## config.mk

```make
export PLATFORM = sky130hd
export DESIGN_NAME = sd_req_arbiter
export DESIGN_NICKNAME = d
export VERILOG_FILES = /design/src/rtl/sd_req_arbiter.sv
export SDC_FILE = /design/constraint.sdc
export NUM_CORES = 1
export LEC_CHECK = 0
export CORE_MARGIN = 5
export CORE_UTILIZATION = 40
export CTS_CLUSTER_DIAMETER = 120
export DETAILED_ROUTE_END_ITERATION = 10
export GPL_TIMING_DRIVEN = 0
export PLACE_DENSITY = 0.95
export SYNTH_ARGS = -nofsm -noshare
export SYNTH_HDL_FRONTEND = slang
export SYNTH_SLANG_ARGS = --single-unit
```

## constraint.sdc

```tcl
create_clock -name clk -period 3.6 [get_ports clk]
set_input_delay 0.36 -clock clk [delete_from_list [all_inputs] [get_ports clk]]
set_output_delay 0.36 -clock clk [all_outputs]
set_load 0.005 [all_outputs]
```

## src/rtl/sd_req_arbiter.sv

```systemverilog
// sd_req_arbiter
//
// Shares one SD sector-transfer port among NUM requesters (for example two
// 1541 track loaders and a cartridge/tape image loader). Each requester keeps
// its native handshake: it holds rd or wr until it sees its ack, then treats
// the falling edge of ack as the end of the sector. Ownership rotates
// round-robin per sector transaction. An optional watchdog aborts requests the
// SD controller never answers.
//
// Parameters
//   NUM      number of requesters (2..4)
//   TIMEOUT  ISSUE cycles allowed before abort; 0 disables the watchdog
//
// Ports
//   clk, reset     system clock, synchronous active-high reset
//   req_lba        per-requester LBA, slice i = [32*i+31:32*i]
//   req_rd/req_wr  per-requester request levels, held until ack
//   req_ack        per-requester ack (sd_ack gated by grant)
//   req_buff_din   per-requester buffer data towards the SD card
//   req_buff_wr    per-requester buffer write strobe
//   req_err        one-cycle pulse to the owner on watchdog abort
//   sd_lba         latched LBA of the granted request
//   sd_rd/sd_wr    command to the SD controller
//   sd_ack         SD controller busy/ack
//   sd_buff_wr     SD buffer write strobe
//   sd_buff_din    buffer data of the owner, 0 outside a transfer
//   grant          one-hot current owner, 0 when idle
//   busy           high in every state except IDLE

module sd_req_arbiter #(
  parameter int NUM     = 2,
  parameter int TIMEOUT = 0
) (
  input  logic              clk,
  input  logic              reset,
  input  logic [32*NUM-1:0] req_lba,
  input  logic [NUM-1:0]    req_rd,
  input  logic [NUM-1:0]    req_wr,
  output logic [NUM-1:0]    req_ack,
  input  logic [8*NUM-1:0]  req_buff_din,
  output logic [NUM-1:0]    req_buff_wr,
  output logic [NUM-1:0]    req_err,
  output logic [31:0]       sd_lba,
  output logic              sd_rd,
  output logic              sd_wr,
  input  logic              sd_ack,
  input  logic              sd_buff_wr,
  output logic [7:0]        sd_buff_din,
  output logic [NUM-1:0]    grant,
  output logic              busy
);

  localparam int IW = (NUM > 1) ? $clog2(NUM) : 1;
  localparam int CW = (TIMEOUT > 1) ? $clog2(TIMEOUT + 1) : 1;

  typedef enum logic [2:0] {DRAIN, IDLE, ISSUE, XFER, RELEASE} state_t;

  state_t         state, state_nxt;
  logic [IW-1:0]  last, last_nxt;
  logic [IW-1:0]  owner, owner_nxt;
  logic [CW-1:0]  wd_cnt, wd_cnt_nxt;
  logic [NUM-1:0] grant_nxt, req_err_nxt;
  logic [31:0]    sd_lba_nxt;
  logic           sd_rd_nxt, sd_wr_nxt;

  logic [NUM-1:0] pending;
  logic [IW-1:0]  winner;
  logic           found;

  // Round-robin pick: the first pending requester after the last owner,
  // wrapping around, so the previous owner is considered last.
  always_comb begin
    pending = req_rd | req_wr;
    winner  = last;
    found   = 1'b0;
    for (int k = 1; k <= NUM; k++) begin
      if (!found && pending[(int'(last) + k) % NUM]) begin
        winner = IW'((int'(last) + k) % NUM);
        found  = 1'b1;
      end
    end
  end

  always_ff @(posedge clk) begin
    if (reset) begin
      state   <= DRAIN;
      grant   <= '0;
      owner   <= '0;
      last    <= IW'(NUM - 1);
      wd_cnt  <= '0;
      sd_lba  <= '0;
      sd_rd   <= 1'b0;
      sd_wr   <= 1'b0;
      req_err <= '0;
    end else begin
      state   <= state_nxt;
      grant   <= grant_nxt;
      owner   <= owner_nxt;
      last    <= last_nxt;
      wd_cnt  <= wd_cnt_nxt;
      sd_lba  <= sd_lba_nxt;
      sd_rd   <= sd_rd_nxt;
      sd_wr   <= sd_wr_nxt;
      req_err <= req_err_nxt;
    end
  end

  // Next-state logic. The command is latched together with the grant, so the
  // requester's inputs no longer matter once ISSUE is entered. DRAIN waits out
  // any transfer the SD controller was running before reset.
  always_comb begin
    state_nxt   = state;
    grant_nxt   = grant;
    owner_nxt   = owner;
    last_nxt    = last;
    wd_cnt_nxt  = wd_cnt;
    sd_lba_nxt  = sd_lba;
    sd_rd_nxt   = sd_rd;
    sd_wr_nxt   = sd_wr;
    req_err_nxt = '0;
    unique case (state)
      DRAIN: begin
        if (!sd_ack) state_nxt = IDLE;
      end
      IDLE: begin
        if (found && !sd_ack) begin
          state_nxt         = ISSUE;
          owner_nxt         = winner;
          grant_nxt         = '0;
          grant_nxt[winner] = 1'b1;
          sd_lba_nxt        = req_lba[32*int'(winner) +: 32];
          sd_wr_nxt         = req_wr[winner];
          sd_rd_nxt         = !req_wr[winner];
          wd_cnt_nxt        = '0;
        end
      end
      ISSUE: begin
        if (sd_ack) begin
          sd_rd_nxt = 1'b0;
          sd_wr_nxt = 1'b0;
          state_nxt = XFER;
        end else if (TIMEOUT > 0) begin
          // An answer arriving on the abort cycle still wins (checked above).
          if (wd_cnt == CW'(TIMEOUT - 1)) begin
            sd_rd_nxt          = 1'b0;
            sd_wr_nxt          = 1'b0;
            req_err_nxt[owner] = 1'b1;
            grant_nxt          = '0;
            last_nxt           = owner;
            state_nxt          = RELEASE;
          end else begin
            wd_cnt_nxt = wd_cnt + CW'(1);
          end
        end
      end
      XFER: begin
        if (!sd_ack) begin
          grant_nxt = '0;
          last_nxt  = owner;
          state_nxt = RELEASE;
        end
      end
      RELEASE: begin
        state_nxt = IDLE;
      end
      default: begin
        state_nxt = DRAIN;
      end
    endcase
  end

  assign busy    = (state != IDLE);
  assign req_ack = {NUM{sd_ack}} & grant;

  // Buffer traffic only flows during XFER; strobes seen elsewhere are dropped.
  always_comb begin
    req_buff_wr = '0;
    sd_buff_din = '0;
    if (state == XFER) begin
      req_buff_wr = {NUM{sd_buff_wr}} & grant;
      sd_buff_din = req_buff_din[8*int'(owner) +: 8];
    end
  end

endmodule

```

; Word level (Yosys, flattened, before mapping)
; Index checks and enable logic that the tools add are counted.
[totals]
register_bits = 41
in_bits = 88
elab_cells = 73
[op_classes]
reduce_logical = 14
mux = 29
eq_ne = 9
n_lt_le_gt_ge = 4
add_sub_neg = 2
n_shift = 2
n_bitwise = 6
[op_table]
columns = operator, count
row1 = $shiftx A64 B7 Y32, 1
row2 = $mux W1, 16
row3 = $shiftx A16 B5 Y8, 1
row4 = $pmux W3 S5, 1
row5 = $mux W3, 4
row6 = $mux W8, 1
row7 = $ne A2 B2 Y1 const B, 4
row8 = $eq A3 B2 Y1 const B, 2
row9 = $lt A2 B3 Y1 const B, 2
row10 = $mux W2, 3
row11 = $reduce_and A3 Y1, 2
row12 = $and A2 B2 Y2, 2
row13 = $pmux W1 S2, 2
row14 = $pmux W2 S2, 1
row15 = $reduce_and A2 Y1, 2
row16 = $reduce_and A4 Y1, 1
row17 = $reduce_bool A2 Y1, 2
row18 = $eq A3 B1 Y1 const B, 1
row19 = $eq A3 B3 Y1 const B, 1
row20 = $logic_and A1 B1 Y1, 3
row21 = $logic_not A1 Y1, 3
row22 = $logic_not A3 Y1, 1
row23 = $ne A3 B1 Y1 const B, 1
row24 = $add A1 B1 Y1 const B, 2
row25 = 6 further kinds, 7

; Depth between registers and ports, before layout
; Gate-level depths: netlist of run 1.
[depth]
word_depth = 15
ltp_mapped = 6

; Least setup slack after synthesis of run 1
; OpenSTA, ideal clock, no wires.
[synth_timing]
kind = reg-to-reg
start = reg state[0]
end = reg sd_lba[10]
t_arrival_ns = 1.540
path_slack_ns = 1.914
synth_period_minus_slack_ns = 1.686
stages_incl_launch_ff = 7
setup_ns = 0.146
cell_sequence = dfxtp_1 or3b_1 buf_2 a211oi_4 buf_6 buf_6 a211oi_2
[synth_via]
elab_chain_len = 2
[synth_lines]
columns = element, line_no
row1 = "start, declared", 58  ; state_t state, state_nxt;
row2 = "start signal, assigned", 96  ; state <= state_nxt;
row3 = $eq A3 B1 Y1, 121  ; unique case (state)
row4 = $reduce_and A2 Y1 (no source line), --
row5 = "end signal, assigned", 101  ; sd_lba <= sd_lba_nxt;
row6 = "end, declared", 43  ; output logic [31:0] sd_lba,
; Every way passes these cells.
; A chain may end at the register's enable or synchronous reset.

; Worst setup path in the final report of run 1
[layout_timing]
start = reg state[1]
end = out sd_buff_din[3]
[layout_via]
elab_chain_len = 2
[layout_lines]
columns = element, line_no
row1 = $eq A3 B2 Y1, 179  ; if (state == XFER) begin
row2 = $mux W8, 179
row3 = "end, declared", 48  ; output logic [7:0] sd_buff_din,
; Every way passes these cells.

==> metrics.log, run 1 <==
INFO  metric fp.dieArea = a little over 7000 µm²
INFO  metric period_needed = ~2.1 ns
INFO  metric final_cell_count_no_fill = ~440
INFO  metric tritoncts.num_buffers = 5
INFO  metric totalNegativeSetupSlack = 0 ns
INFO  metric total_switching_power = around 0.30 mW
INFO  metric final_min_period_over_clock_period = 57.83%
INFO  metric netlist_area = about 2200 µm²
INFO  metric final.hold.worst_slack = about 0.48 ns
INFO  metric final_replace_weighted_congestion = around 0.76
INFO  metric die_x = roughly 85 µm
INFO  metric outcome = finished clean
INFO  metric cp-start-kind = flip-flop
INFO  metric chipHeight = roughly 85 µm
INFO  metric finish.instance_area = around 3700 µm²
INFO  metric critical_path.reg2reg.endpoint = sd_lba[20]
INFO  metric grt.total_usage = about 18%
INFO  metric pin_count = about 140
INFO  metric grt_pass1_vias = roughly 2,300
INFO  metric initial_utilization = 40.70%
INFO  metric postSynthRegisterBits = roughly 40
INFO  metric route.vias.total = between 2,000 and 2,500
INFO  metric r2r_slack = approximately 1.7 ns
INFO  metric hold_path_end = sd_rd
INFO  metric final_hold_viol_count = 0
INFO  metric timing.max_slew.rel_slack = around half
INFO  metric yosysSeqAreaShare = 36.85%
INFO  metric min-delay-path-class = flip-flop to flip-flop
INFO  metric syn_inst = 221
INFO  metric timing.critical_path.fanout_max = 8
INFO  metric library_cell_with_the_largest_summed_area_after_synthesis = dfxtp_1
INFO  metric grt_antenna_before_repair = 0
INFO  metric post-route-drc-count = 0
INFO  metric rows = 27
INFO  metric finish.net_count = ~450
INFO  metric area_growth = 68.20%
INFO  metric timing.reg2reg.worst_path_depth = 6
INFO  metric ys_top_cells_by_area = dfxtp_1, mux2i_1, a211oi_2
INFO  metric finalSetupViolations = 0
INFO  metric worstSkewPairLatency = 0.28 ns
INFO  metric synth_most_common_cell = nor2_1
INFO  metric hold_path_depth = 2
INFO  metric p_sw_share = between 20% and 30%
INFO  metric multi_input_comb_area = around 1300 µm²
INFO  metric grt.overflow.total = 0
INFO  metric cp_data_arrival_time = approximately 1.7 ns
INFO  metric vias_per_inst = 5.005
INFO  metric worst-slew-pin-transition = between 0.7 and 0.8 ns
INFO  metric total_half_perimeter_wirelength_after_legalization_and_detailed_placement = 5362 µm
INFO  metric p_leak = around 1.4 nW
INFO  metric power_density = 301.2 nW/µm²
INFO  metric count_of_flip_flops_with_a_built_in_enable_after_synthesis = 0
INFO  metric share_of_the_core_filled_with_cells = between 60 and 70%
INFO  metric clock_tree_from_tritoncts = built
INFO  metric worst_clock_skew = around 0.0022 ns
INFO  metric post_synth.cell_area_avg = a little over 10 µm²
INFO  metric critical_path.endpoint_type = output port
INFO  metric hold_path_startpoint = sd_rd
INFO  metric max_clock_freq = approximately 0.48 GHz
INFO  metric main_flop_type_after_synthesis = dfxtp_1
INFO  metric layout-drive-gt1-share = approximately 15%
INFO  metric dp_cells = 429
INFO  metric detail_route.first_pass.iterations = 4
INFO  metric sequentialPowerShare = 44.8%
INFO  metric post-route-worst-setup-slack = ~1.5 ns
INFO  metric coreArea = about 5500 µm²
INFO  metric placed_area = between 3000 and 4000 µm²
INFO  metric grt_start_max_net_pins = 12
INFO  metric p_clk_share = between 20% and 30%
INFO  metric post-layout-total-power = ~1.1 mW
INFO  metric postSynth.asyncResetShare = 0%
INFO  metric post-cts-setup-buffer-count = 0
INFO  metric pwr-share-comb = between 30% and 40%
INFO  metric drt_wl_total = between 6000 and 7000 µm
INFO  metric cts_resized = 0
INFO  metric grt_setup_unrepaired = no
INFO  metric reg2reg_from = state[0]
INFO  metric fill_cell_instance_count_of_the_final_layout = between 400 and 500
INFO  metric final_antenna_net_count = 0
INFO  metric first_pass_grt_wire_length = 10,780 µm
INFO  metric hold_buffers = 0
INFO  metric dr.first_iter.drc_count = 46
INFO  metric clock_transition_at_the_registers_of_the_reported_paths = about 0.070 ns
INFO  metric placement.setup.worst_slack = 1.364 ns
INFO  metric unique_cell_type_count_in_the_yosys_netlist = 29
INFO  metric cap_viol_max_count = 0
INFO  metric cts.sinks = a little over 40
INFO  metric clk_path_buf_depth = 2
INFO  metric synth_common_cells = nor2_1, mux2i_1, dfxtp_1
INFO  metric ir_drop = 0.0001523 V
INFO  metric maxSlewViolCount = 0
INFO  metric sequential_cell_area = a little over 800 µm²
INFO  metric route.detailed.wl_per_inst = 15.37 µm
INFO  metric yosys_warnings = 0
INFO  metric crit_type = flip-flop to output port
INFO  metric required_time_at_the_endpoint_of_the_critical_path = ~3.2 ns
INFO  metric ctsHtreeMaxLevel = 2
INFO  metric share_of_the_synthesized_area_in_the_top_cell_type = a little under two fifths
INFO  metric cts-root-buf = clkbuf_8
INFO  metric io_buffers = about 140
INFO  metric antenna_cells = 0
INFO  metric power_report.internal_total = a little over 0.8 mW
==> placed cells by master (no fill, tap or decap), types with 3 or more instances in the layout <==
cell,netlist,final
a211oi_2,32,32
clkdlybuf4s50_1,0,135
nand2b_1,6,6
clkbuf_1,4,4
nor2_1,46,46
dfxtp_1,41,41
buf_6,6,6
buf_4,3,3
clkbuf_8,0,5
mux2i_1,43,43
a21oi_1,3,3
nand3b_1,5,5
buf_2,6,6
==> metal layers <==
layer | wire length, µm | vias up | track usage (%)
li1 | - | 1066 | -
met1 | 2713 | 1000 | 19.99
met2 | 3255 | 103 | 32.46
met3 | 636 | 8 | 7.458
met4 | 82 | 0 | 4.029
met5 | 0 | - | 0
==> state kept, by name, summed over array words and instances (netlist names) <==
signal  flops
sd_wr       1
grant       2
last        1
sd_lba     32
owner       1
state       3
sd_rd       1
==> area by class of cell <==
cell class / count / area share [%]
Timing Repair Buffer: 135 / 36.07
Multi-Input combinational cell: 159 / 33.73
Sequential cell: 41 / 21.91
Buffer: 20 / 3.707
Tap cell: 72 / 2.405
Clock buffer: 5 / 1.837
Inverter: 2 / 0.2004
Clock inverter: 1 / 0.1336
==> power groups by stage <==
stage	logic, mW	clock network [mW]	registers [mW]
floorplan	0.164	0	0.517
global placement	0.350	0	0.514
detailed placement	0.360	0	0.516
CTS	0.361	0.276	0.505
global route	0.383	0.301	0.510
finish	0.356	0.267	0.505
==> kinds of logic (layout without fill, tap and decap cells) <==
logic type / Yosys count / count (layout) / share of synthesized area (%)
flip-flops: 41 / 41 / 36.85
buffers and inverters: 22 / 163 / 6.573
AND/OR/NAND/NOR: 69 / 69 / 14.55
other: 1 / 2 / 0.1684
AO/OA/AOI/OAI: 45 / 45 / 22.53
multiplexers: 43 / 43 / 19.33
==> worst max path at each step <==
stage               from        endpoint  slack, ns
6_report        state[1]  sd_buff_din[3]       1.52
5_1_grt         state[1]  sd_buff_din[3]       1.39
4_1_cts         state[1]  sd_buff_din[3]       1.49
3_5_place_dp   req_wr[0]      sd_lba[11]       1.36
3_3_place_gp   req_wr[0]       sd_lba[1]       1.45
2_1_floorplan   state[0]      sd_lba[10]       1.91
==> critical path, cell delays in order, from the launching register on <==
cell             delay, ns
dfxtp_1               0.43
nand3b_1              0.29
nor2_1                0.20
clkdlybuf4s50_1       0.52
Note: power is estimated with default switching activity, not from simulation.
==> run 2, diff against run 1 <==
--- a/config.mk
+++ b/config.mk
@@ -6,11 +6,11 @@
 export NUM_CORES = 1
 export LEC_CHECK = 0
 export CORE_MARGIN = 5
-export CORE_UTILIZATION = 40
+export CORE_UTILIZATION = 33
 export CTS_CLUSTER_DIAMETER = 120
 export DETAILED_ROUTE_END_ITERATION = 10
 export GPL_TIMING_DRIVEN = 0
-export PLACE_DENSITY = 0.95
+export PLACE_DENSITY = 0.85
 export SYNTH_ARGS = -nofsm -noshare
 export SYNTH_HDL_FRONTEND = slang
 export SYNTH_SLANG_ARGS = --single-unit
==> constraint.sdc (replaced) <==
create_clock -name clk -period 1.8 [get_ports clk]
set_input_delay 0.18 -clock clk [delete_from_list [all_inputs] [get_ports clk]]
set_output_delay 0.18 -clock clk [all_outputs]
set_load 0.005 [all_outputs]
==> metrics.log, run 2 (same netlist as run 1, synthesis figures left out) <==
INFO  metric final_hold_viol_count = 0 (unchanged)
INFO  metric chipHeight = 92.15 µm (+8.9%)
INFO  metric final_cell_count_no_fill = 445 (+2.3%)
INFO  metric initial_utilization = 33.33% (-7.4 points)
INFO  metric finalSetupViolations = 0 (unchanged)
INFO  metric hold_buffers = 0 (unchanged)
INFO  metric ir_drop = 0.0004089 V (+170%)
INFO  metric critical_path_buf_inv_count = 1 (unchanged)
INFO  metric cp-start-kind = flip-flop
INFO  metric layout-drive-gt1-share = 16.16% (+1.3 points)
INFO  metric critical_path.endpoint_type = output port
INFO  metric tritoncts.num_buffers = 5 (unchanged)
INFO  metric final.hold.worst_slack = 0.4023 ns (-0.07694 ns)
INFO  metric dp_cells = 437 (+1.9%)
INFO  metric route.vias.total = 2,188 (+0.51%)
INFO  metric outcome = finished clean
INFO  metric largest_registers = sd_lba: 32 flops, state: 3 flops, grant: 2 flops
INFO  metric final_replace_weighted_congestion = 0.7841 (+2.5%)
INFO  metric detail_route.first_pass.iterations = 4 (unchanged)
INFO  metric p_leak = 1.610 nW (+12%)
INFO  metric period_needed = 1.750 ns
INFO  metric worst_clock_skew = 0.004015 ns (+0.001773 ns)
INFO  metric grt_antenna_before_repair = 0 (unchanged)
INFO  metric cpMaxStageDelayCell = clkdlybuf4s50_1
INFO  metric cts-root-buf = clkbuf_8
INFO  metric wl_met3 = 717 µm (+13%)
INFO  metric critPathTopFamily = buffers and inverters
INFO  metric worstSkewPairLatency = 0.28 ns (about the same)
INFO  metric ctsHtreeMaxLevel = 2 (unchanged)
INFO  metric highest-signal-layer = met4
INFO  metric max_clock_freq = around 0.57 GHz
INFO  metric min-delay-path-class = input pin to flip-flop
INFO  metric grt_setup_unrepaired = yes
INFO  metric timing.max_slew.rel_slack = 51.23% (-0.61 points)
INFO  metric mostFrequentLayoutCells = clkdlybuf4s50_1, nor2_1, mux2i_1
INFO  metric crit_path_cell_trace = and3b_1, and3_1, clkdlybuf4s50_1
INFO  metric antenna_cells = 0 (unchanged)
INFO  metric power_report.internal_total = 1.715 mW (+110%)
INFO  metric worst-slew-pin-transition = 0.7316 ns (+0.009197 ns)
INFO  metric required_time_at_the_endpoint_of_the_critical_path = 1.62 ns (-1.62 ns)
INFO  metric post-route-drc-count = 0 (unchanged)
INFO  metric total_half_perimeter_wirelength_after_legalization_and_detailed_placement = 5384 µm (+0.40%)
INFO  metric clk_path_buf_depth = 2 (unchanged)
INFO  metric cap_viol_max_count = 0 (unchanged)
INFO  metric share_of_the_core_filled_with_cells = 57.15% (-11 points)
INFO  metric largest_register_by_flop_count = sd_lba
INFO  metric drt-met1-wl = 2829 µm (+4.3%)
INFO  metric final_min_period_over_clock_period = between 90 and 100%
INFO  metric grt_start_max_net_pins = 12 (unchanged)
INFO  metric clock_transition_at_the_registers_of_the_reported_paths = 0.07 ns (about the same)
INFO  metric area_growth = 71.46%
INFO  metric cp_data_arrival_time = 1.57 ns (-0.15 ns)
INFO  metric drt_wl_total = 6813 µm (+1.9%)
INFO  metric timing.critical_path.fanout_max = 7 (-1)
INFO  metric grt.overflow.total = 0 (unchanged)
INFO  metric finish.net_count = 453 (+0.22%)
INFO  metric final_antenna_net_count = 0 (unchanged)
INFO  metric maxSlewViolCount = 0 (unchanged)
INFO  metric clock_tree_from_tritoncts = built
INFO  metric first_pass_grt_wire_length = 10,750 µm (-0.25%)
INFO  metric met2_wirelength = 3162 µm (-2.9%)
INFO  metric pin_count = 139 (unchanged)
INFO  metric vias_per_inst = 4.917 (-1.8%)
INFO  metric power_density = 609.0 nW/µm² (+100%)
INFO  metric pwr-share-comb = 30.9% (-0.6 points)
INFO  metric coreArea = 6681 µm² (+22%)
INFO  metric rows = 30 (+11%)
INFO  metric sequentialPowerShare = 43.5% (-1.3 points)
INFO  metric cts.sinks = 41 (unchanged)
INFO  metric fp.dieArea = 8492 µm² (+19%)
INFO  metric p_sw_share = 26.26% (-0.12 points)
INFO  metric die_x = 92.15 µm (+8.9%)
INFO  metric largest_register_ffs = 32 (unchanged)
INFO  metric total_switching_power = 0.6107 mW (+110%)
INFO  metric io_buffers = 135 (unchanged)
INFO  metric crit_type = flip-flop to output port
INFO  metric grt_pass1_vias = 2,197 (-4.8%)
INFO  metric most_common_cell_after_layout_fill_and_taps_aside = clkdlybuf4s50_1
INFO  metric dr.first_iter.drc_count = 33 (-28%)
INFO  metric route.detailed.wl_per_inst = 15.31 µm (-0.42%)
INFO  metric crit_path_max_incr_delay = 0.51 ns (about the same)
INFO  metric grt.total_usage = 15.49% (-2.6 points)
INFO  metric p_clk_share = 25.6% (+1.9 points)
-- run 2: cell count changes in the layout (fill, tap and decap cells not counted) --
cell / previous run / this run
dfxtp_4: 0 / 1
dfxtp_1: 41 / 38
clkbuf_4: 0 / 4
clkdlybuf4s50_1: 135 / 126
or3b_1: 1 / 0
buf_4: 3 / 6
dlymetal6s2s_1: 0 / 8
clkinv_2: 1 / 0
clkbuf_1: 4 / 5
buf_2: 6 / 0
clkbuf_8: 5 / 6
dfxtp_2: 0 / 2
dlygate4sd2_1: 0 / 1
or3b_4: 0 / 1
-- run 2: power groups by stage --
stage	clock [mW]	combinational [mW]	sequential [mW]
2_1_floorplan	0	0.329	1.03
3_3_place_gp	0	0.707	1.03
3_5_place_dp	0	0.723	1.03
4_1_cts	0.620	0.728	1.01
5_1_grt	0.673	0.773	1.02
6_report	0.595	0.720	1.01
-- run 2: final timing paths --
check	from	to	slack, ns	cells past startpoint
min reg2reg	sd_rd	sd_rd	0.48	2
max reg2reg	state[0]	sd_lba[6]	0.13	6
max	state[2]	req_buff_wr[0]	0.05	3
min	reset	sd_rd	0.40	3
-- run 2: tightest hold or removal path: stages --
cell and delay (ns):
clkbuf_1 0.17, nand2b_1 0.18, mux2i_1 0.11
-- run 2: final cells by class --
type	count	area, µm²
sequential	41	827.0
clock buffer	7	86.33
buffer	18	135.1
fill	592	2863
inverter	2	7.507
timing repair buffer	138	1396
multi-input combinational	159	1266
tap	80	100.1
-- run 2: routing by layer --
layer	global-route usage, %	vias to the layer above
met2	26.46	104
met3	6.071	9
met4	4.332	0
met5	0	-
li1	-	1073
met1	17.94	1002
-- run 2: repair_timing --
action,CTS,global route
gates cloned,0,0
endpoints found under the hold margin,0,0
buffers inserted,3,0
resized for setup,6,14
pin swaps,2,1
endpoints found under the setup margin,46,41
-- run 2: stage by stage --
| step | instance area (µm²) | power (mW) | setup slack (ns) | setup TNS, ns |
|---|---|---|---|---|
| after CTS | 3789 | 2.360 | 0.005571 | 0 |
| after floorplan | 2231 | 1.362 | 0.1138 | 0 |
| after global placement | 3682 | 1.735 | -0.2103 | -5.339 |
| final | 3819 | 2.326 | 0.05008 | 0 |
| after detailed placement | 3682 | 1.754 | -0.2340 | -6.011 |
| after global routing | 3819 | 2.468 | 0.0003751 | 0 |
